**src/rtl/arith_op_sequencer.sv**
```systemverilog
// Requester-side driver for the 5-operand / 4-mode arithmetic unit: latches one operand set,
// walks op_mode through the enabled modes capturing op_y, then returns all slots as one response.
module arith_op_sequencer #(
  parameter int unsigned OPW       = 3,
  parameter int unsigned RW        = 8,
  parameter logic [3:0]  MODE_MASK = 4'b1111
) (
  input  logic            clk,
  input  logic            rst_n,
  input  logic            req_valid,
  output logic            req_ready,
  input  logic [OPW-1:0]  req_a,
  input  logic [OPW-1:0]  req_b,
  input  logic [OPW-1:0]  req_c,
  input  logic [OPW-1:0]  req_d,
  input  logic [OPW-1:0]  req_e,
  output logic [OPW-1:0]  op_a,
  output logic [OPW-1:0]  op_b,
  output logic [OPW-1:0]  op_c,
  output logic [OPW-1:0]  op_d,
  output logic [OPW-1:0]  op_e,
  output logic [1:0]      op_mode,
  input  logic [RW-1:0]   op_y,
  output logic            rsp_valid,
  input  logic            rsp_ready,
  output logic [4*RW-1:0] rsp_data,
  output logic            busy
);

  typedef enum logic [1:0] {IDLE, ISSUE, DONE} state_t;

  state_t     state, state_d;
  logic       accept;
  logic       first_en, nxt_en;
  logic [1:0] first_mode, nxt_mode;

  // Lowest enabled mode, and the next enabled mode above the one currently issued.
  always_comb begin
    first_en   = 1'b0;
    first_mode = '0;
    nxt_en     = 1'b0;
    nxt_mode   = '0;
    for (int unsigned k = 0; k < 4; k++) begin
      if (MODE_MASK[k] && !first_en) begin
        first_en   = 1'b1;
        first_mode = 2'(k);
      end
      if (MODE_MASK[k] && (k > 32'(op_mode)) && !nxt_en) begin
        nxt_en   = 1'b1;
        nxt_mode = 2'(k);
      end
    end
  end

  // req_ready is held low while reset is asserted so every output reads 0 during reset.
  always_comb begin
    state_d   = state;
    req_ready = rst_n && (state == IDLE);
    rsp_valid = (state == DONE);
    busy      = (state != IDLE);
    accept    = req_valid && req_ready;
    unique case (state)
      IDLE:    if (accept) state_d = first_en ? ISSUE : DONE;
      ISSUE:   if (!nxt_en) state_d = DONE;
      DONE:    if (rsp_ready) state_d = IDLE;
      default: state_d = IDLE;
    endcase
  end

  always_ff @(posedge clk or negedge rst_n) begin
    if (!rst_n) begin
      state <= IDLE;
    end else begin
      state <= state_d;
    end
  end

  always_ff @(posedge clk or negedge rst_n) begin
    if (!rst_n) begin
      op_a     <= '0;
      op_b     <= '0;
      op_c     <= '0;
      op_d     <= '0;
      op_e     <= '0;
      op_mode  <= '0;
      rsp_data <= '0;
    end else if (accept) begin
      op_a     <= req_a;
      op_b     <= req_b;
      op_c     <= req_c;
      op_d     <= req_d;
      op_e     <= req_e;
      rsp_data <= '0;
      if (first_en) op_mode <= first_mode;
    end else if (state == ISSUE) begin
      rsp_data[32'(op_mode)*RW +: RW] <= op_y;
      if (nxt_en) op_mode <= nxt_mode;
    end
  end

endmodule
```
**config.mk**
```make
export PLATFORM = sky130hd
export DESIGN_NAME = arith_op_sequencer
export DESIGN_NICKNAME = d
export VERILOG_FILES = /design/src/rtl/arith_op_sequencer.sv
export SDC_FILE = /design/constraint.sdc
export NUM_CORES = 1
export LEC_CHECK = 0
export ABC_AREA = 1
export BUFFER_PORTS_ARGS = -buffer_cell sky130_fd_sc_hd__clkbuf_2
export CORE_UTILIZATION = 51
export CTS_CLUSTER_SIZE = 25
export DETAILED_ROUTE_END_ITERATION = 7
export GPL_ROUTABILITY_DRIVEN = 0
export GPL_TIMING_DRIVEN = 0
export HOLD_SLACK_MARGIN = 0.05
export PLACE_DENSITY = 0.83
export SLEW_MARGIN = 20
export SYNTH_ARGS = -nofsm -noshare
export SYNTH_HDL_FRONTEND = slang
export SYNTH_SLANG_ARGS = --single-unit
```
**constraint.sdc**
```tcl
create_clock -name clk -period 2.65 [get_ports clk]
set_clock_uncertainty 0.2 [all_clocks]
set_input_delay 0.6625 -clock clk [delete_from_list [all_inputs] [get_ports clk]]
set_output_delay 0.6625 -clock clk [all_outputs]
set_load 0.01 [all_outputs]
```
# Word level (Yosys, flattened, before mapping)
# Cells that the tools add are included.
dict set report totals {
  ff_bits 51
  word_cells 47
}
dict set report classes {
  shifts 2
  n_addsub 1
  muxes 16
  magnitude_cmp 3
  eq_ne 5
  n_reduce_logical 12
}
# op count
set ops {}
lappend ops {{$mux 32} 2}
lappend ops {{$neg 5->34} 1}
lappend ops {{$shift 8x34->32 const A} 1}
lappend ops {{$shiftx 8x34->32} 1}
lappend ops {{$bwmux 32} 1}
lappend ops {{$mux 2} 8}
lappend ops {{$pmux 2 s3} 1}
lappend ops {{$reduce_bool 2->1} 3}
lappend ops {{$gt 2x2->1 const A} 2}
lappend ops {{$logic_and 1x1->1} 4}
lappend ops {{$mux 1} 4}
lappend ops {{$ne 2x2->1 const B} 2}
lappend ops {{$reduce_and 3->1} 1}
lappend ops {{$eq 2x1->1 const B} 1}
lappend ops {{$eq 2x2->1 const B} 1}
lappend ops {{$gt 1x2->1 const A} 1}
lappend ops {{$logic_not 1->1} 2}
lappend ops {{$logic_not 2->1} 1}
lappend ops {{$ne 2x1->1 const B} 1}
lappend ops {{$reduce_and 2->1} 1}

# Depth between registers and ports, before layout
# Gate-level depths: netlist of the first run.
dict set report logic_depth {
  ltp_word 11
  depth_mapped 9
  mapped_depth_nobuf 7
}

# Worst setup path before layout of the first run
# Ideal clock, no wire load.
dict set report synth_path {
  kind {reg-to-reg}
  from {register op_mode[0]}
  to {register rsp_data[29]}
  stages_incl_launch_ff 10
  setup_ps 71
  n_path_buf 2
  path_slack_ps 447
  arrival_ps 1932
  period_less_slack_ps 2203
  cell_sequence {dfrtp_1 -> buf_2 -> buf_1 -> inv_1 -> ha_1 -> nor2_1 -> nand2_1 -> nand2_1 -> nand2_1 -> nor2_1}
}
dict set report synth_between {
  elab_chain_cells 5
  word_cells_on_any_way 6
  classes_between {add/sub (1); shift (2); mux (3)}
}
# element line_no
set synth_rtl {}
lappend synth_rtl {{start: declaration} 22} ;# output logic [1:0] op_mode,
lappend synth_rtl {{start signal: assignment} 94} ;# if (first_en) op_mode <= first_mode;
lappend synth_rtl {{start signal: assignment} 97} ;# if (nxt_en) op_mode <= nxt_mode;
lappend synth_rtl {{$neg 5->34 (*)} 96} ;# rsp_data[32'(op_mode)*RW +: RW] <= op_y;
lappend synth_rtl {{$shiftx 8x34->32 or $shift 8x34->32 (tied branches)} 96}
lappend synth_rtl {{$bwmux 32 (*)} 96}
lappend synth_rtl {{$mux 32 (*)} 95} ;# end else if (state == ISSUE) begin
lappend synth_rtl {{$mux 32 (*)} 87} ;# end else if (accept) begin
lappend synth_rtl {{end signal: indexed assignment} 96}
lappend synth_rtl {{end: declaration} 26} ;# output logic [4*RW-1:0] rsp_data,
# Every way passes the cells marked *; elsewhere a longest branch is shown, timed or not. The select of a mux whose other input is x is not followed.
# A chain may end at the register's enable or synchronous reset.

# Final worst setup path of the first run
dict set report layout_path {
  from {input rst_n}
  to {output req_ready}
}
dict set report layout_between {
  elab_chain_cells 1
}
# element line_no
set layout_rtl {}
lappend layout_rtl {{start: declaration} 9} ;# input logic rst_n,
lappend layout_rtl {{$logic_and 1x1->1} 58} ;# req_ready = rst_n && (state == IDLE);
lappend layout_rtl {{end: declaration} 11} ;# output logic req_ready,
# Every way passes these cells.

==> results.py, run 1 <==
metrics = {
    "outcome": {
        "outcome": "finished, final reports clean",
    },
    "setup_path": {
        "crit_type": "input port to output pin",
        "crit_family": "buffers and inverters",
        "reg2reg_from": "op_mode[0]",
        "crit_path_max_fanout": 53,
        "end_kind": "output pin",
        "required_ns": 1.79,
        "critPathMaxStageDelay_ns": 0.56,
        "reg2reg_to": "rsp_data[29]",
        "critPathBufInv": 3,
        "reg2reg_slack_ns": 0.26,
        "r2r_cells": 9,
        "cp_cell_sequence": "clkbuf_4 -> inv_1 -> nor2_1 -> clkbuf_2",
        "arrival_ns": 1.59,
        "critPathLaunchType": "input port",
        "critPathSlowestCell": "clkbuf_4",
    },
    "clock_tree": {
        "clkTransAtPathRegs_ns": 0.09,
        "ctsHoldBuffers": 0,
        "cts_buffer_depth": 2,
        "cts_resized": 0,
        "cts_sinks": 51,
        "clk-insertion-delay-late_ns": 0.31,
        "clockRootBuffer": "clkbuf_8",
        "htreeDepth": 2,
        "cts_buffers": 5,
        "cts_setup_buffers": 0,
        "cts_tree": "yes",
    },
    "floorplanning": {
        "die_h_um": 72.21,
        "die_w_um": 72.21,
        "core_area_um2": 4723,
        "io_pins": 79,
        "dieArea_um2": 5214,
        "rows": 25,
        "start_util_pct": 53.22,
    },
    "synthesis": {
        "synth-async-reset-ratio_pct": 100.0,
        "synth_top_area_share_pct": 50.77,
        "synth_simple_gate_area_share_pct": 31.81,
        "yosysWarnings": 0,
        "synthMuxAreaShare_pct": 0,
        "yosysSeqAreaShare_pct": 50.77,
        "synthCells": 331,
        "yosys.area_share.xor_xnor_pct": 0,
        "synth_edf_count": 0,
        "synth.most_common_cell": "nand2_1",
        "synth_top_family_by_area": "simple AND/OR/NAND/NOR gates",
        "syn-num-nets": 363,
        "synth_compound_area_share_pct": 3.484,
        "synth_top_area_cell": "dfrtp_1",
        "synth.ff_latch_count": 51,
        "postSynthAreaPerCell_um2": 7.594,
        "ys_top_cells_by_area": "dfrtp_1, nand2_1, inv_1",
        "synth_ff_type": "dfrtp_1",
        "yosysUniqueCellTypes": 22,
        "synth_fa_ha_area_share_pct": 2.489,
        "yosys-top-cells-count": "nand2_1, inv_1, dfrtp_1, nor2_1, nand3_1",
        "synth_area_um2": 2514,
    },
    "routing": {
        "remaining_drc_errors": 0,
        "drt_iter0_drc": 104,
        "wl_per_cell_um": 11.04,
        "drt_wl_total_um": 5343,
        "first_pass_iters": 4,
        "routed_via_density": 4.558,
        "ant_nets": 0,
        "via_count": 2206,
    },
    "placement": {
        "hpwl_um": 3973,
        "dp_cells": 476,
        "dpl_cell_area_um2": 2990,
        "io_buffers": 78,
        "dpl_worst_slack_ns": 0.1561,
    },
    "pwr": {
        "irDropWorstVdd_mv": 0.4793,
        "power_leakage_nw": 1.931,
        "power_w": 0.003440,
        "power_density_nw_per_um2": 1112,
    },
    "global_routing": {
        "grt_overflow": 0,
        "grt_first_pass_wirelength_um": 9121,
        "grt_max_degree": 54,
        "antenna_found_initial": 0,
        "grt.total_usage_pct": 22.87,
        "grt_pass1_vias": 2051,
    },
    "sta": {
        "max_clock_freq_mhz": 407.8,
        "min_period_ns": 2.452,
        "worst_slack_ns": 0.1978,
        "slew-limit-headroom_pct": 53.41,
        "finalSetupViolCount": 0,
        "hold_viol_final": 0,
        "post-route-period-util_pct": 92.53,
        "max_slew.worst_pin.slew_ns": 0.6989,
        "rsz0062_at_grt": "false",
        "slew_viol_final": 0,
    },
    "final_layout": {
        "final_area_um2": 3094,
        "final_cells": 484,
        "layout.nets": 448,
        "antennaDiodeCount": 0,
        "fin_util_pct": 65.51,
        "area_delta_synth_final_pct": 23.10,
        "drive_gt1_share_pct": 25.42,
    },
    "run": {
        "maxCapViolCount": 0,
    },
    "worst_hold_path": {
        "min_path_type": "input port to async pin",
    },
}
==> cell type report <==
cell class                      count  area, um^2
Timing Repair Buffer               78       392.9
Fill cell                         424        1629
Clock buffer                        6       82.58
Sequential cell                    51        1276
Clock inverter                      2       16.27
Multi-Input combinational cell    212       954.7
Buffer                             12       77.57
Inverter                           56       210.2
Tap cell                           67       83.83
==> worst max path at each step <==
stage                          start           end  slack, ns  cells past startpoint
after floorplan           op_mode[0]  rsp_data[29]       0.45                      9
after global placement         rst_n     req_ready      -0.25                      4
after detailed placement       rst_n     req_ready       0.16                      4
after CTS                      rst_n     req_ready       0.15                      4
after global routing      op_mode[0]  rsp_data[31]       0.01                      9
final                          rst_n     req_ready       0.20                      4
==> worst reg2reg max path: cells and delay by family (launching register included) <==
kind,cells,cell delay [ns]
adder cells (fa/ha/maj),1,0.40
buffers and inverters,3,0.74
flip-flops,1,0.41
AND/OR/NAND/NOR,5,0.60
==> sequential cells by signal, indices dropped and copies added (netlist names) <==
register / flops
op_b: 3
rsp_data: 32
op_d: 3
op_c: 3
op_e: 3
op_mode: 2
state: 2
op_a: 3
==> power breakdown <==
group | switching (W) | internal (W)
Clock | 0.000267 | 0.000214
Sequential | 0.000193 | 0.00109
Combinational | 0.00106 | 0.000621
Total | 0.00152 | 0.00192
==> metal layers <==
metal	global-route usage (%)	wire (um)	part of all wire [%]
met1	30.24	2483	46
met2	36.97	2437	46
met3	6.389	348	6.5
met4	6.754	74	1.4
met5	0	0	0
==> metrics by stage <==
step	hold slack, ns	TNS, ns
2_1_floorplan	0.1669	0
3_3_place_gp	0.2697	-1.680
3_5_place_dp	0.2825	0
4_1_cts	0.2498	0
5_1_grt	0.2775	0
6_report	0.2022	0
==> kinds of logic (layout without fill, tap and decap cells) <==
kind of cell    count (synthesis)  in the layout
buf+inv                        68            154
simple gates                  190            190
flops                          51             51
fa+ha+maj                       5              5
compound gates                 17             17
==> layout by cell type, fill, tap and decap left out, types with 2 or more instances in the layout <==
cell,instances
buf_2,2
buf_4,6
clkbuf_1,2
clkbuf_2,77
clkbuf_8,6
dfrtp_1,51
ha_1,5
inv_1,54
nand2_1,109
nand2_4,2
nand3_1,19
nand3_2,2
nand4_1,8
nor2_1,44
nor2_2,4
o21ai_0,12
o21ai_1,4
(Power assumes the default switching activity.)
==> run 2: changes to the inputs <==
--- a/config.mk
+++ b/config.mk
@@ -6,7 +6,6 @@
 export NUM_CORES = 1
 export LEC_CHECK = 0
-export ABC_AREA = 1
 export BUFFER_PORTS_ARGS = -buffer_cell sky130_fd_sc_hd__clkbuf_2
-export CORE_UTILIZATION = 51
+export CORE_UTILIZATION = 48
 export CTS_CLUSTER_SIZE = 25
 export DETAILED_ROUTE_END_ITERATION = 7
@@ -14,5 +13,5 @@
 export GPL_TIMING_DRIVEN = 0
 export HOLD_SLACK_MARGIN = 0.05
-export PLACE_DENSITY = 0.83
+export PLACE_DENSITY = 0.81
 export SLEW_MARGIN = 20
 export SYNTH_ARGS = -nofsm -noshare
--- a/constraint.sdc
+++ b/constraint.sdc
@@ -3,3 +3,3 @@
 set_input_delay 0.6625 -clock clk [delete_from_list [all_inputs] [get_ports clk]]
 set_output_delay 0.6625 -clock clk [all_outputs]
-set_load 0.01 [all_outputs]
+set_load 0.005 [all_outputs]
==> results.py, run 2 <==
metrics = {
    "outcome": {
        "outcome": "finished, final reports clean",
    },
    "clock_tree": {
        "cts_sinks": 51,
        "htreeDepth": 2,
        "ctsHoldBuffers": 0,
        "cts_setup_buffers": 0,
        "clockRootBuffer": "clkbuf_8",
        "cts_buffer_depth": 2,
        "clk-insertion-delay-late_ns": 0.30,
        "cts_resized": 0,
        "cts_buffers": 5,
        "clkTransAtPathRegs_ns": 0.10,
        "cts_tree": "yes",
    },
    "global_routing": {
        "grt_max_degree": 54,
        "use_met2_pct": 33.21,
        "antenna_found_initial": 0,
        "use_met1_pct": 27.94,
        "grt_use_met3_pct": 7.167,
        "grt_pass1_vias": 1408,
        "top_usage_layer": "met2",
        "grt_overflow": 0,
        "grt_first_pass_wirelength_um": 6913,
        "grt.total_usage_pct": 20.95,
    },
    "final_layout": {
        "antennaDiodeCount": 0,
        "fin_util_pct": 64.61,
        "fillCellCount": 310,
        "final_common_cell": "clkbuf_2",
        "area_delta_synth_final_pct": 26.19,
        "final_area_um2": 2659,
        "layout.nets": 255,
        "final_cell_mix": "clkbuf_2, dfrtp_1, a32o_1, a22o_1, mux2_2",
        "regMostFlops": "rsp_data",
        "largest_register_ffs": 32,
        "drive_gt1_share_pct": 52.23,
        "final_cells": 274,
    },
    "setup_path": {
        "end_kind": "output pin",
        "arrival_ns": 1.55,
        "critPathSlowestCell": "clkbuf_4",
        "r2r_cells": 4,
        "crit_path_max_fanout": 53,
        "critPathMaxStageDelay_ns": 0.55,
        "reg2reg_to": "rsp_data[14]",
        "reg2reg_slack_ns": 0.42,
        "reg2reg_from": "op_mode[0]",
        "required_ns": 1.79,
        "critPathLaunchType": "input port",
        "crit_type": "input port to output pin",
        "cp_cell_sequence": "clkbuf_4 -> inv_1 -> nor2_1 -> clkbuf_2",
    },
    "pwr": {
        "power_leakage_nw": 1.366,
        "power_density_nw_per_um2": 1016,
        "irDropWorstVdd_mv": 0.7120,
    },
    "sta": {
        "min_period_ns": 2.413,
        "slew-limit-headroom_pct": 55.02,
        "worst_slack_ns": 0.2368,
        "max_clock_freq_mhz": 414.4,
        "rsz0062_at_grt": "false",
        "slew_viol_final": 0,
        "holdWs_ns": 0.2079,
        "finalSetupViolCount": 0,
        "hold_viol_final": 0,
        "max_slew.worst_pin.slew_ns": 0.6747,
        "post-route-period-util_pct": 91.06,
    },
    "floorplanning": {
        "core_area_um2": 4115,
        "die_w_um": 68.26,
        "start_util_pct": 51.20,
        "die_h_um": 68.26,
        "io_pins": 79,
        "dieArea_um2": 4659,
        "rows": 23,
    },
    "routing": {
        "remaining_drc_errors": 0,
        "via_count": 1534,
        "drt_wl_total_um": 4543,
        "first_pass_iters": 4,
        "drt_iter0_drc": 56,
        "routed_via_density": 5.599,
        "ant_nets": 0,
        "wl_per_cell_um": 16.58,
    },
    "synthesis": {
        "yosys.area_share.xor_xnor_pct": 0,
        "yosysSeqAreaShare_pct": 60.57,
        "synthCells": 138,
        "synthMuxAreaShare_pct": 8.017,
        "yosys-top-cells-count": "dfrtp_1, a22o_1, a32o_1, mux2_2, ha_1",
        "synth_simple_gate_area_share_pct": 9.026,
        "synth_top_area_share_pct": 60.57,
        "synth_fa_ha_area_share_pct": 2.969,
        "synth_area_um2": 2107,
        "synth_top_family_by_area": "compound AO/OA/AOI/OAI gates",
        "synth_edf_count": 0,
        "synth-async-reset-ratio_pct": 100.0,
        "syn-num-nets": 170,
        "postSynthAreaPerCell_um2": 15.27,
        "yosysUniqueCellTypes": 26,
        "synth_compound_area_share_pct": 16.63,
        "ys_top_cells_by_area": "dfrtp_1, mux2_2, a32o_1",
        "synth_ff_type": "dfrtp_1",
        "synth.most_common_cell": "dfrtp_1",
        "synth.ff_latch_count": 51,
        "synth_top_area_cell": "dfrtp_1",
        "yosysWarnings": 0,
    },
    "worst_hold_path": {
        "min_path_type": "input port to async pin",
    },
    "placement": {
        "hpwl_um": 3310,
        "dpl_cell_area_um2": 2562,
        "io_buffers": 78,
        "dp_cells": 266,
        "dpl_worst_slack_ns": -0.07198,
    },
    "run": {
        "maxCapViolCount": 0,
    },
}
-- run 2: kinds of logic (layout without fill, tap and decap cells) --
family / after synthesis / in the layout
and+or+nand+nor: 18 / 18
DFF: 51 / 51
adders and majority gates: 5 / 5
AOI/OAI and AO/OA: 40 / 40
buffers and inverters: 9 / 95
muxes: 15 / 15
-- run 2: stage by stage --
stage,power (W),setup TNS (ns)
floorplan,0.001832,0
global placement,0.002209,-18.46
detailed placement,0.002251,-0.9256
CTS,0.002720,0
global route,0.002876,0
finish,0.002702,0
-- run 2: layout make-up --
type                       count  area, um^2  area share (%)
sequential                    51        1276           48.00
multi-input combinational     78       772.0           29.04
timing repair buffer          78       392.9           14.78
clock buffer                   5       68.82           2.588
tap                           50       62.56           2.353
buffer                         5       43.79           1.647
clock inverter                 3       27.53           1.035
inverter                       4       15.01          0.5647
-- run 2: routing by layer --
layer	part of all wire (%)	wire [um]	vias to the layer above
met5	0	0	-
met4	0.59	27	0
met3	9.0	410	3
met2	46	2105	76
met1	44	2000	753
li1	-	-	702
-- run 2: report_power, final --
part / switching (W) / internal (W) / total (W)
clock network: 0.000275 / 0.000194 / 0.000469
logic: 0.000528 / 0.000522 / 0.00105
registers: 0.000168 / 0.00102 / 0.00118
total: 0.000971 / 0.00173 / 0.00270
-- run 2: worst max-delay path: cells and delay by family --
family / cells / cell delay (ns)
buffers and inverters: 3 / 0.75
AND/OR/NAND/NOR: 1 / 0.12
-- run 2: worst max path at each step --
| stage | cells after the start | slack [ns] | end | start |
|---|---|---|---|---|
| floorplan | 4 | 0.69 | rsp_data[24] | op_mode[0] |
| global placement | 5 | -0.46 | op_b[0] | rst_n |
| detailed placement | 5 | -0.07 | op_e[0] | rst_n |
| CTS | 4 | 0.19 | req_ready | rst_n |
| global route | 4 | 0.06 | req_ready | rst_n |
| finish | 4 | 0.24 | req_ready | rst_n |
==> run 3: changes to the inputs <==
CELL_PAD_IN_SITES_DETAIL_PLACEMENT = 1   (was not set)
CELL_PAD_IN_SITES_GLOBAL_PLACEMENT = 1   (was not set)
CORE_UTILIZATION = 38   (was 48)
==> results.py, run 3 (synthesis gave the netlist of run 2 again) <==
metrics = {
    "clock_tree": {
        "clockRootBuffer": "clkbuf_8",
        "ctsHoldBuffers": 0,
        "cts_buffers": 5,
        "clk-insertion-delay-late_ns": 0.29,
        "cts_sinks": 51,
        "cts_tree": "yes",
        "cts_setup_buffers": 0,
        "cts_buffer_depth": 2,
        "clkTransAtPathRegs_ns": 0.08,
        "cts_resized": 0,
        "htreeDepth": 2,
    },
    "final_layout": {
        "fillCellCount": 574,
        "regMostFlops": "rsp_data",
        "layout.area.seq_um2": 1276,
        "multi_input_area_um2": 772.0,
        "area_delta_synth_final_pct": 26.84,
        "layout.nets": 255,
        "final_common_cell": "clkbuf_2",
        "antennaDiodeCount": 0,
        "drive_gt1_share_pct": 51.79,
        "final_area_um2": 2673,
        "final_cell_mix": "clkbuf_2, dfrtp_1, a32o_1, a22o_1, mux2_2",
        "largest_register_ffs": 32,
    },
    "run": {
        "maxCapViolCount": 0,
    },
    "floorplanning": {
        "io_pins": 79,
        "dieArea_um2": 5847,
        "start_util_pct": 40.23,
        "die_h_um": 76.47,
        "die_w_um": 76.47,
        "rows": 26,
        "core_area_um2": 5238,
    },
    "outcome": {
        "outcome": "finished, final reports clean",
    },
    "routing": {
        "drt_wl_total_um": 5116,
        "drt_iter0_drc": 98,
        "routed_via_density": 5.255,
        "remaining_drc_errors": 0,
        "first_pass_iters": 7,
        "via_count": 1545,
        "ant_nets": 0,
        "wl_per_cell_um": 17.40,
    },
    "setup_path": {
        "crit_path_max_fanout": 53,
        "critPathMostFrequentCell": "buf_4",
        "arrival_ns": 2.41,
        "critPathSlowestCell": "buf_4",
        "critPathBufInv": 3,
        "critPathMaxStageDelay_ns": 0.51,
        "required_ns": 2.63,
        "critPathLaunchType": "input port",
        "crit_family": "buffers and inverters",
        "crit_type": "input port to flip-flop",
        "reg2reg_from": "op_mode[0]",
        "crit_path_start": "rst_n",
        "end_kind": "flip-flop",
        "cp_cell_sequence": "buf_4 -> nor4bb_1 -> buf_4 -> buf_8 -> mux2_2",
    },
    "pwr": {
        "p_switching_w": 0.0009677,
        "power_leakage_nw": 1.361,
        "power_w": 0.002691,
        "clkPwrFrac_pct": 16.0,
        "irDropWorstVdd_mv": 0.4968,
        "internal_power_w": 0.001724,
        "p_comb_share_pct": 40.2,
        "seq_power_share_pct": 43.8,
        "swShare_pct": 35.96,
        "power_density_nw_per_um2": 1007,
    },
    "sta": {
        "hold_viol_final": 0,
        "post-route-period-util_pct": 91.75,
        "max_clock_freq_mhz": 411.3,
        "rsz0062_at_grt": "false",
        "slew_viol_final": 0,
        "max_slew.worst_pin.slew_ns": 0.6437,
        "min_period_ns": 2.431,
        "finalSetupViolCount": 0,
        "holdWs_ns": 0.1878,
        "slew-limit-headroom_pct": 57.08,
    },
    "placement": {
        "hpwl_um": 3734,
        "dpl_cell_area_um2": 2587,
        "io_buffers": 78,
    },
    "global_routing": {
        "grt.total_usage_pct": 18.43,
        "grt_overflow": 0,
        "grt_first_pass_wirelength_um": 8418,
        "grt_pass1_vias": 1587,
        "grt_max_degree": 54,
        "antenna_found_initial": 0,
    },
    "worst_hold_path": {
        "min_path_type": "input port to async pin",
    },
}
run 3: cell types whose count changed in the layout (fill, tap and decap cells not counted), sizes merged:
cell,change
buf,+1
inv,-1
run 3: layer usage:
| metal | up-vias | GRT usage [%] | share of wire [%] |
|---|---|---|---|
| met4 | 0 | 6.538 | 2.2 |
| li1 | 701 | - | - |
| met3 | 14 | 3.473 | 3.9 |
| met2 | 53 | 28.83 | 49 |
| met1 | 777 | 25.57 | 45 |
| met5 | - | 0 | 0 |
run 3: worst paths after layout:
check | slack, ns | cells past startpoint | to
setup / recovery | 0.22 | 5 | op_b[0]
hold / removal | 0.19 | 1 | op_c[0]
setup reg to reg | 0.40 | 4 | rsp_data[14]
hold reg to reg | 0.30 | 1 | rsp_data[30]
max in group asynchronous | 1.64 | 1 | rsp_data[12]
min in group clk | 0.30 | 1 | rsp_data[30]
run 3: through the flow:
| step | cells | setup slack (ns) | utilization (%) | setup TNS (ns) |
|---|---|---|---|---|
| after CTS | 294 | 0.08920 | 51.03 | 0 |
| after global placement | 286 | -0.4956 | 49.36 | -20.29 |
| final | 294 | 0.2187 | 51.03 | 0 |
| after detailed placement | 286 | -0.1687 | 49.40 | -4.123 |
| after floorplan | 138 | 0.6898 | - | 0 |
| after global routing | 294 | 0.05575 | 51.03 | 0 |
run 3: final cells by class:
class	count	area share, %
timing repair buffer	78	14.70
sequential	51	47.75
tap	70	3.277
clock buffer	6	2.715
inverter	4	0.5618
buffer	5	1.639
clock inverter	2	0.4682
multi-input combinational	78	28.89
run 3: power groups by stage:
stage	Combinational (W)	Sequential, W	Clock (W)
floorplan	0.000639	0.00119	0
global placement	0.00105	0.00118	0
detailed placement	0.00109	0.00119	0
CTS	0.00110	0.00118	0.000441
global route	0.00117	0.00122	0.000477
finish	0.00108	0.00118	0.000432
